## src/rtl/matriz_determ3x3_seq.sv

```systemverilog
// Sequential 3x3 determinant (mod 256), one product term per clock; result 7 edges after start capture.
// Level start/done responder: done holds while start stays high, start low aborts or releases.
module matriz_determ3x3_seq (
  input  logic         clk,
  input  logic         rst_n,
  input  logic [199:0] matrix,
  input  logic         start,
  output logic         done,
  output logic [7:0]   det,
  output logic         busy
);

  typedef enum logic [1:0] {IDLE, TERM, DONE} state_t;

  state_t     state;
  logic [2:0] k;
  logic [7:0] acc;
  logic [7:0] el [3][3];

  logic [7:0] fx, fy, fz;
  logic [7:0] xy, prod;
  logic       sub;
  logic [7:0] acc_nxt;

  // Operand selection for term k; terms 3..5 are the subtracted diagonals.
  always_comb begin
    fx  = 8'd0;
    fy  = 8'd0;
    fz  = 8'd0;
    sub = 1'b0;
    case (k)
      3'd0: begin fx = el[0][0]; fy = el[1][1]; fz = el[2][2]; end
      3'd1: begin fx = el[0][1]; fy = el[1][2]; fz = el[2][0]; end
      3'd2: begin fx = el[0][2]; fy = el[1][0]; fz = el[2][1]; end
      3'd3: begin fx = el[0][2]; fy = el[1][1]; fz = el[2][0]; sub = 1'b1; end
      3'd4: begin fx = el[0][0]; fy = el[1][2]; fz = el[2][1]; sub = 1'b1; end
      3'd5: begin fx = el[0][1]; fy = el[1][0]; fz = el[2][2]; sub = 1'b1; end
      default: begin fx = 8'd0; fy = 8'd0; fz = 8'd0; sub = 1'b0; end
    endcase
  end

  assign xy      = fx * fy;
  assign prod    = xy * fz;
  assign acc_nxt = sub ? (acc - prod) : (acc + prod);

  always_ff @(posedge clk or negedge rst_n) begin
    if (!rst_n) begin
      state <= IDLE;
      k     <= 3'd0;
      acc   <= 8'd0;
      done  <= 1'b0;
      busy  <= 1'b0;
      det   <= 8'd0;
      for (int r = 0; r < 3; r++) begin
        for (int c = 0; c < 3; c++) begin
          el[r][c] <= 8'd0;
        end
      end
    end else begin
      case (state)
        IDLE: begin
          done <= 1'b0;
          busy <= 1'b0;
          det  <= 8'd0;
          if (start) begin
            for (int r = 0; r < 3; r++) begin
              for (int c = 0; c < 3; c++) begin
                el[r][c] <= matrix[r*40 + c*8 +: 8];
              end
            end
            acc   <= 8'd0;
            k     <= 3'd0;
            busy  <= 1'b1;
            state <= TERM;
          end
        end
        TERM: begin
          if (!start) begin
            acc   <= 8'd0;
            k     <= 3'd0;
            busy  <= 1'b0;
            done  <= 1'b0;
            det   <= 8'd0;
            state <= IDLE;
          end else if (k == 3'd5) begin
            det   <= acc_nxt;
            acc   <= acc_nxt;
            done  <= 1'b1;
            busy  <= 1'b0;
            k     <= 3'd0;
            state <= DONE;
          end else begin
            acc <= acc_nxt;
            k   <= k + 3'd1;
          end
        end
        DONE: begin
          // Holding start high keeps the result; a new run needs start low first.
          if (!start) begin
            done  <= 1'b0;
            det   <= 8'd0;
            acc   <= 8'd0;
            state <= IDLE;
          end
        end
        default: begin
          state <= IDLE;
          k     <= 3'd0;
          acc   <= 8'd0;
          done  <= 1'b0;
          busy  <= 1'b0;
          det   <= 8'd0;
        end
      endcase
    end
  end

endmodule
```

## config.mk

```make
export PLATFORM = sky130hd
export DESIGN_NAME = matriz_determ3x3_seq
export DESIGN_NICKNAME = d
export VERILOG_FILES = /design/src/rtl/matriz_determ3x3_seq.sv
export SDC_FILE = /design/constraint.sdc
export NUM_CORES = 1
export LEC_CHECK = 0
export CORE_UTILIZATION = 30
export DETAILED_ROUTE_END_ITERATION = 8
export HOLD_SLACK_MARGIN = 0.02
export PLACE_DENSITY = 0.58
export SYNTH_ARGS = -nofsm -noshare
export SYNTH_HDL_FRONTEND = slang
export SYNTH_SLANG_ARGS = --single-unit
```

## constraint.sdc

```tcl
create_clock -name clk -period 8.6 [get_ports clk]
set_clock_uncertainty 0.2 [all_clocks]
set_input_delay 1.72 -clock clk [delete_from_list [all_inputs] [get_ports clk]]
set_output_delay 1.72 -clock clk [all_outputs]
set_load 0.02 [all_outputs]
```

**Word-level counts from Yosys, hierarchy flattened**

Index checks and enable logic that the tools add are counted.

- Multiplexer cells: 29
- Add/sub/neg operators: 3
- Equality and inequality tests: 10
- Multiply operators: 2
- Bitwise logic cells: 1
- Reduce and logical (&&, ||, !) cells: 18

Operator list:

| operator | count |
|---|---|
| $pmux W8 S3 | 4 |
| $mux W8 | 6 |
| $reduce_or A2 Y1 | 9 |
| $mul A8 B8 Y8 | 2 |
| $pmux W8 S2 | 1 |
| $reduce_and A2 Y1 | 5 |
| $mux W3 | 3 |
| $pmux W3 S3 | 1 |
| $add A8 B8 Y8 | 1 |
| $mux W2 | 4 |
| $sub A8 B8 Y8 | 1 |
| $mux W1 | 7 |
| $eq A3 B2 Y1 const B | 2 |
| $eq A3 B3 Y1 const B | 2 |
| $pmux W2 S3 | 1 |
| $ne A2 B2 Y1 const B | 2 |
| $add A3 B1 Y3 const B | 1 |
| $eq A3 B1 Y1 const B | 1 |
| $logic_not A3 Y1 | 1 |
| $ne A3 B3 Y1 const B | 1 |
| $pmux W1 S3 | 1 |
| $reduce_and A3 Y1 | 1 |
| $reduce_or A3 Y1 | 1 |
| $eq A2 B1 Y1 const B | 1 |
| other kinds (4) | 4 |

- Logic and storage cells: 78
- Flip-flop bits (word level): 95

**Depth between registers and ports, before layout**

Gate-level depths: netlist (run 1).

- Depth in word-level cells: 10
- Gate-level depth with buffers: 37
- Gate-level depth less buffers: 33

**Worst setup path before layout (run 1)**

Ideal clock, no wire load.

- Path type: reg-to-reg
- Start point: register k[1]
- End point: register acc[7]
- Period minus slack after synthesis: 8.448 ns
- Data arrival time: 8.114 ns
- Buffers on the path: 4
- Setup time: 0.133 ns
- Cell stages (with the launch flop): 37
- Required time: 8.267 ns
- Setup slack: 0.152 ns
- Cell sequence: dfrtp_1 -> buf_2 -> buf_2 -> buf_1 -> nand2_1 -> inv_1 -> ha_1 -> clkbuf_1 -> and2_1 -> a221o_1 -> nand2_1 -> fa_1 -> fa_1 -> inv_1 -> ha_1 -> fa_1 -> ha_1 -> xor2_1 -> and2b_1 -> fa_1 -> ha_1 -> inv_1 -> fa_1 -> inv_1 -> ha_1 -> xor2_1 -> nor4_1 -> a21oi_1 -> xnor2_1 -> ha_1 -> or3_1 -> o21ai_0 -> a21oi_1 -> xnor2_1 -> xnor3_1 -> xnor2_1 -> o21ai_1

- Cells in the longest elaborated chain, start to end: 9
- Elaborated cells on any way between the ends: 27
- Those cells by class: add/sub: 2; mul: 2; eq/ne: 5; mux: 7; reduce/logical: 11

RTL lines:

| item | RTL line | text |
|---|---|---|
| from (decl) | 16 | `logic [2:0] k;` |
| from (signal assigned) | 94 | `k <= k + 3'd1;` |
| $eq A3 B3 Y1 (tied with other cells) | 31 | `case (k)` |
| $reduce_or A2 Y1 (no line) | - |  |
| $pmux W8 S3 | 31 |  |
| $mul A8 B8 Y8 | 42 | `assign xy = fx * fy;` |
| $mul A8 B8 Y8 | 43 | `assign prod = xy * fz;` |
| $add A8 B8 Y8 / $sub A8 B8 Y8 (equally long branches) | 44 | `assign acc_nxt = sub ? (acc - prod) : (acc + prod);` |
| $mux W8 (*) | 44 |  |
| $mux W8 (*) | 78 | `if (!start) begin` |
| $pmux W8 S3 (*) | 60 | `case (state)` |
| to (signal assigned) | 87 | `acc <= acc_nxt;` |
| to (signal assigned) | 93 | `acc <= acc_nxt;` |
| to (decl) | 17 | `logic [7:0] acc;` |

Mark *: on every way between the ends. The rest lies on a longest branch, timed or not.
A chain may end at the register's enable or synchronous reset.

**Worst setup path in the final report (run 1)**

- Start point: register k[0]
- End point: register det[7]

- Cells in the longest elaborated chain, start to end: 10
- Elaborated cells on any way between the ends: 30
- Those cells by class: add/sub: 2; mul: 2; eq/ne: 6; mux: 8; reduce/logical: 12

RTL lines:

| item | RTL line | text |
|---|---|---|
| $eq A3 B3 Y1 (tied with other cells) | 31, 85 |  |
| $reduce_or A2 Y1 (no line) | - |  |
| $pmux W8 S3 | 31 |  |
| $mul A8 B8 Y8 | 42 |  |
| $mul A8 B8 Y8 | 43 |  |
| $add A8 B8 Y8 / $sub A8 B8 Y8 (equally long branches) | 44 |  |
| $mux W8 | 44 |  |
| $mux W8 | 85 | `end else if (k == 3'd5) begin` |
| $mux W8 | 78 |  |
| $pmux W8 S2 | 60 |  |
| to (signal assigned) | 86 | `det <= acc_nxt;` |
| to (decl) | 9 | `output logic [7:0] det,` |

Several ways; a longest one is shown, not always the timed one. The select of a mux whose other input is x is not followed.

==> results.yml, run 1 <==
grt:
  first_global_vias: 4817
  grt_first_pass_wirelength_mm: 24.8
  grt.overflow.total: 0
  maximum_number_of_pins_on_one_net_before_global_route_repair: 71
  grt_antenna_before_repair: 0
  gr-usage-all-layers_pct: 14.1
logic_synthesis:
  mappedNetlistArea_um2: 6630
  synth_area_leaders: "sky130_fd_sc_hd__dfrtp_1, sky130_fd_sc_hd__mux2_2, sky130_fd_sc_hd__ha_1"
  yosysTopAreaCell: "sky130_fd_sc_hd__dfrtp_1"
  synth_top_cell_area_share_pct: 35.8
  ys.flop_type: "sky130_fd_sc_hd__dfrtp_1"
  synth_cells: 611
  number_of_different_library_cells_in_the_post_synthesis_netlist: 56
  synth_enable_flop_cells: 0
  seq_area_frac_synth_pct: 35.8
  syn_avg_cell_area_um2: 10.9
  yosys_warnings: 0
  synth_seq_cells: 95
  synth_commonest_cells: "sky130_fd_sc_hd__dfrtp_1, sky130_fd_sc_hd__mux2_2, sky130_fd_sc_hd__ha_1"
  async_sr_flop_fraction_pct: 100
  syn_nets: 880
  synth.most_common_cell: "sky130_fd_sc_hd__dfrtp_1"
detailed_routing:
  detail_route.wirelength_mm: 15.0
  detail_route.wl_per_cell_um: 15.0
  drtIter0Drc: 229
  post_drt_via_cell_ratio: 4.75
  route.vias.total: 4733
  drt-pass1-iter-count: 5
  drt_drc_violations_left: 0
  ant_nets: 0
run_status:
  status: "complete, no violations"
placement:
  dpl.cell_count: 980
  place.port_buffers: 84
  dp_hpwl_mm: 11.6
  gpl.final_weighted_congestion: 0.789
final_layout:
  final_cells: 996
  syn_to_layout_area_delta_pct: 25.8
  fillCellCount: 2188
  finish.net_count: 980
  antennaDiodeCount: 0
  final_layout_size_suffix_gt1_share_pct: 20.5
die:
  die_area_um2: 22700
  num_rows: 54
  floorplan.io_pins: 213
  initial_utilization_pct: 30.5
  die_width_um: 151
  fp.coreArea_um2: 21800
  die_y_um: 151
cts:
  cts_htree_levels: 3
  clock_sinks: 95
  cts.root.buffer_cell: "sky130_fd_sc_hd__clkbuf_16"
  tritoncts: "yes"
  clk-insertion-delay-late_ps: 350
  cts.reportedPaths.clkPinSlew_ps: 70
  cts_post_setup_buffers_inserted: 0
  clock_path_buffers: 2
  number_of_hold_buffers_added_after_cts: 0
  numCtsBuffers: 9
worst_setup_path:
  critical-path-slowest-cell: "sky130_fd_sc_hd__fa_1"
  timing.critical_path.to_type: "flip-flop"
  worst-endpoint-required_ps: 8660
  worstPathArrival_ps: 8260
  cp_max_fo: 24
  critPathMaxStageDelay_ps: 540
  critical_path.startpoint_type: "flip-flop"
  worst_path_class_setup: "reg -> reg"
sta:
  worst-slew-pin-transition_ps: 937
  layout_worst_path_cycle_share_pct: 95.4
  final.min_clock_period_ps: 8200
  hold_viol: 0
  max_clock_freq_mhz: 122
  fin_tns_setup_ps: 0
  unrepaired_setup_endpoints_after_global_routing: "no"
  fin_worst_hold_slack_ps: 291
  maxSlewViolCount: 0
  finalSetupViolCount: 0
  worst_slew_margin_rel_pct: 37.0
power:
  switching_share_pct: 41.5
  clock_power_share_pct: 11.6
  powerDensity_nw_per_um2: 478
  leakage_power_nw: 3.73
  power.combinational.fraction_pct: 73.9
  seq_power_share_pct: 14.5
  ir_drop_worst_case_vdd_mv: 0.582
  internal-power_mw: 2.33
  post_layout_power_mw: 3.99
  p_switching_mw: 1.66
flow_run:
  cap_violations: 0
hold_path:
  hold_class: "reg -> reg"
## final cells by class
class                      instances  area, um2  share of cell area [%]
clock buffer                       9        225                    2.70
clock inverter                     7        118                    1.41
inverter                          40        150                    1.80
multi-input combinational        455       4070                    48.7
sequential                        95       2380                    28.5
tap                              280        350                    4.20
timing repair buffer             110       1060                    12.7
## repair_timing
action                                  in CTS  in global routing
endpoints found under the setup margin       1                  2
hold endpoints to repair                     0                  0
gates resized for setup                      1                 12
cloned                                       0                  0
## logic make-up after synthesis
logic type | Yosys count | synth area share (%)
compound gates | 100 | 10.4
xor+xnor | 37 | 5.72
fa+ha+maj | 66 | 15.3
buf+inv | 61 | 3.94
flops | 95 | 35.8
mux | 99 | 16.5
simple gates | 153 | 12.3
## layout by cell type, fill, tap and decap left out, types with 4 or more instances in the layout
| cell type | instances |
|---|---|
| sky130_fd_sc_hd__dfrtp_1 | 94 |
| sky130_fd_sc_hd__mux2_2 | 84 |
| sky130_fd_sc_hd__clkdlybuf4s50_1 | 83 |
| sky130_fd_sc_hd__inv_1 | 40 |
| sky130_fd_sc_hd__ha_1 | 40 |
| sky130_fd_sc_hd__nor2_1 | 38 |
| sky130_fd_sc_hd__nand2_1 | 30 |
| sky130_fd_sc_hd__a21oi_1 | 25 |
| sky130_fd_sc_hd__xnor2_1 | 25 |
| sky130_fd_sc_hd__buf_4 | 25 |
| sky130_fd_sc_hd__fa_1 | 23 |
| sky130_fd_sc_hd__o21ai_0 | 21 |
| sky130_fd_sc_hd__nor2b_1 | 17 |
| sky130_fd_sc_hd__a21o_1 | 17 |
| sky130_fd_sc_hd__mux2i_1 | 15 |
| sky130_fd_sc_hd__nand2b_1 | 11 |
| sky130_fd_sc_hd__and2_1 | 10 |
| sky130_fd_sc_hd__clkbuf_16 | 9 |
| sky130_fd_sc_hd__nand3_1 | 7 |
| sky130_fd_sc_hd__nor3b_1 | 7 |
| sky130_fd_sc_hd__nor3_1 | 6 |
| sky130_fd_sc_hd__nand3b_1 | 6 |
| sky130_fd_sc_hd__xor2_1 | 5 |
| sky130_fd_sc_hd__a221o_1 | 5 |
| sky130_fd_sc_hd__xnor3_1 | 4 |
| sky130_fd_sc_hd__and2b_1 | 4 |
## power groups by stage
stage	Clock, mW	Sequential, mW	Combinational, mW
2_1_floorplan	0	0.581	2.22
3_3_place_gp	0	0.584	2.75
3_5_place_dp	0	0.586	2.79
4_1_cts	0.481	0.578	2.83
5_1_grt	0.498	0.589	3.29
6_report	0.465	0.578	2.95
## through the flow
step / utilization, % / setup slack [ps] / area (um2)
3_5_place_dp: 36.5 / 15.4 / 7940
3_3_place_gp: 36.5 / 111 / 7940
4_1_cts: 38.1 / 68.1 / 8290
6_report: 38.4 / 399 / 8350
5_1_grt: 38.4 / 2.43 / 8350
2_1_floorplan: - / 152 / 6630
## layer usage
| metal | GRT usage (%) | vias to the layer above | wire length [um] |
|---|---|---|---|
| li1 | - | 2347 | - |
| met1 | 19.7 | 2308 | 7300 |
| met2 | 22.0 | 66 | 7060 |
| met3 | 2.73 | 12 | 404 |
| met4 | 4.00 | 0 | 223 |
| met5 | 0 | - | 0 |
## path summary, 6_finish.rpt
kind / start / end / slack (ps) / cells past startpoint
max reg2reg: k[0] / det[7] / 400 / 32
max in group asynchronous: rst_n / k[1] / 5850 / 2
min: acc[6] / acc[6] / 290 / 1
max: k[0] / det[7] / 400 / 32
min in group asynchronous: rst_n / el[66] / 1070 / 1
min reg2reg: acc[6] / acc[6] / 290 / 1
## flip-flops by register name, summed over array words and instances, names as in the netlist
register	flops
el	72
acc	8
det	8
k	3
state	2
busy	1
done	1
## worst max-delay path: cells and delay by family (launching register included)
family	cells	cell delay, ps
flops	1	420
compound gates	6	840
buf+inv	5	510
xor+xnor	6	1240
fa+ha+maj	10	3850
simple gates	5	1050
(Power assumes the default switching activity.)
==> run 2: changes to the inputs <==
--- a/config.mk
+++ b/config.mk
@@ -5,6 +5,7 @@
 export SDC_FILE = /design/constraint.sdc
 export NUM_CORES = 1
 export LEC_CHECK = 0
+export CAP_MARGIN = 40
 export CORE_UTILIZATION = 30
 export DETAILED_ROUTE_END_ITERATION = 8
 export HOLD_SLACK_MARGIN = 0.02
==> run 2 against run 1 <==
  * Critical path type unchanged
  * Sequential share of layout area shrank 0.51 points
  * Core utilization up 0.70 points
  * Non-clock buffer count grew 10
  * Critical endpoint unchanged
==> results.yml, run 2 (synthesis gave the netlist of run 1 again) <==
sta:
  layout_worst_path_cycle_share_pct: 96.0
  worst_slew_margin_rel_pct: 43.0
  finalSetupViolCount: 0
  maxSlewViolCount: 0
  max_clock_freq_mhz: 121
  fin_worst_hold_slack_ps: 282
  hold_viol: 0
  worst-slew-pin-transition_ps: 854
  final.min_clock_period_ps: 8250
detailed_routing:
  route.vias.total: 4784
  post_drt_via_cell_ratio: 4.76
  ant_nets: 0
  detail_route.wirelength_mm: 15.1
  detail_route.wl_per_cell_um: 15.0
  drt-pass1-iter-count: 4
  drtIter0Drc: 208
  drt_drc_violations_left: 0
final_layout:
  syn_to_layout_area_delta_pct: 28.1
  final_cells: 1006
  reg_with_most_ffs: "el"
  layout.cells.most_common_list: "sky130_fd_sc_hd__dfrtp_1, sky130_fd_sc_hd__mux2_2, sky130_fd_sc_hd__clkdlybuf4s50_1"
  antennaDiodeCount: 0
  final_layout_size_suffix_gt1_share_pct: 22.9
  layout.cells.most_common: "sky130_fd_sc_hd__dfrtp_1"
  reg.largest.list: "el: 72 flops, acc: 8 flops, det: 8 flops"
  largest_register_ff_count: 72
  fillCellCount: 2143
  finish.net_count: 990
worst_setup_path:
  critical_path.startpoint_type: "flip-flop"
  worst_path_class_setup: "reg -> reg"
  worstPathArrival_ps: 8310
  cp_common_cell: "sky130_fd_sc_hd__fa_1"
  timing.critical_path.to_type: "flip-flop"
  cp_max_fo: 13
  worst-endpoint-required_ps: 8650
  critical-path-slowest-cell: "sky130_fd_sc_hd__fa_1"
  critPathMaxStageDelay_ps: 540
power:
  leakage_power_nw: 3.80
  ir_drop_worst_case_vdd_mv: 0.543
  powerDensity_nw_per_um2: 487
cts:
  clk-insertion-delay-late_ps: 350
  number_of_hold_buffers_added_after_cts: 0
  tritoncts: "yes"
  cts.reportedPaths.clkPinSlew_ps: 70
  cts.root.buffer_cell: "sky130_fd_sc_hd__clkbuf_16"
  clock_path_buffers: 2
  numCtsBuffers: 9
  clock_sinks: 95
  cts_htree_levels: 3
die:
  die_area_um2: 22700
  die_y_um: 151
  fp.coreArea_um2: 21800
  die_width_um: 151
  floorplan.io_pins: 213
  num_rows: 54
  initial_utilization_pct: 30.5
grt:
  grt.overflow.total: 0
  first_global_vias: 4713
  grt_antenna_before_repair: 0
  maximum_number_of_pins_on_one_net_before_global_route_repair: 67
  grt_first_pass_wirelength_mm: 24.6
  gr-usage-all-layers_pct: 14.0
hold_path:
  hold_class: "reg -> reg"
flow_run:
  cap_violations: 0
placement:
  place.port_buffers: 84
  dpl.cell_count: 982
  gpl.final_weighted_congestion: 0.789
  dp_hpwl_mm: 11.6
run_status:
  status: "complete, no violations"
-- run 2: cell types whose count changed in the layout (fill, tap and decap cells not counted), sizes merged --
cell | previous run | this run
buf | 27 | 35
clkbuf | 9 | 11
-- run 2: where the power goes --
part | internal (mW) | total, mW | switching (mW) | leakage [nW]
registers | 0.530 | 0.579 | 0.0489 | 1.15
logic | 1.60 | 3.10 | 1.50 | 2.48
clock network | 0.285 | 0.460 | 0.175 | 0.170
total | 2.42 | 4.14 | 1.72 | 3.80
-- run 2: metal layers --
layer  track usage (%)  part of all wire, %
met5                 0                    0
met4              4.65                  1.6
met3              2.88                  2.5
met2              21.3                   46
met1              19.7                   50
-- run 2: critical path: cells and delay by family, from the launching register on --
kind / cells / cell delay, ps
AOI/OAI and AO/OA: 3 / 600
xor gates and xnor gates: 7 / 1800
adders and majority gates: 9 / 4120
buffers and inverters: 7 / 850
DFF: 1 / 440
and+or+nand+nor: 2 / 160
-- run 2: final timing paths --
| kind | startpoint | endpoint | slack [ps] | depth (start not counted) |
|---|---|---|---|---|
| max reg2reg | k[1] | det[7] | 350 | 28 |
| min | acc[0] | acc[0] | 280 | 1 |
| min in group asynchronous | rst_n | el[61] | 1070 | 1 |
| max in group asynchronous | rst_n | el[48] | 6200 | 3 |
| max | k[1] | det[7] | 350 | 28 |
| min reg2reg | acc[0] | acc[0] | 280 | 1 |
-- run 2: area by class of cell --
| class | count | area [um2] | area share, % |
|---|---|---|---|
| clock inverters | 7 | 118 | 1.38 |
| multi-input cells | 455 | 4130 | 48.6 |
| repair buffers | 120 | 1150 | 13.5 |
| flip-flops and latches | 95 | 2380 | 28.0 |
| inverters | 40 | 150 | 1.77 |
| clock buffers | 9 | 225 | 2.65 |
| well taps | 280 | 350 | 4.12 |
-- run 2: per-stage QoR --
step                power, mW  area, um2  util (%)  worst slack [ps]  setup TNS [ps]
CTS                      3.89       8320      38.2              71.0               0
detailed placement       3.38       7970      36.6              28.8               0
global route             4.55       8500      39.1             -21.6           -35.0
floorplan                2.80       6630         -               152               0
finish                   4.14       8500      39.1               346               0
global placement         3.34       7940      36.5               111               0
-- run 2: repair_timing --
action                                  CTS  global route
endpoints found under the setup margin    2             2
resized for setup                         1            25
pin swaps                                 0             7
buffers inserted                          0             7
==> run 3: changes to the inputs <==
--- a/config.mk
+++ b/config.mk
@@ -5,7 +5,7 @@
 export SDC_FILE = /design/constraint.sdc
 export NUM_CORES = 1
 export LEC_CHECK = 0
-export CAP_MARGIN = 40
+export CAP_MARGIN = 20
 export CORE_UTILIZATION = 30
 export DETAILED_ROUTE_END_ITERATION = 8
 export HOLD_SLACK_MARGIN = 0.02
==> results of run 3 <==
Same layout as run 1: the final DEF is identical, and so are final timing and power.
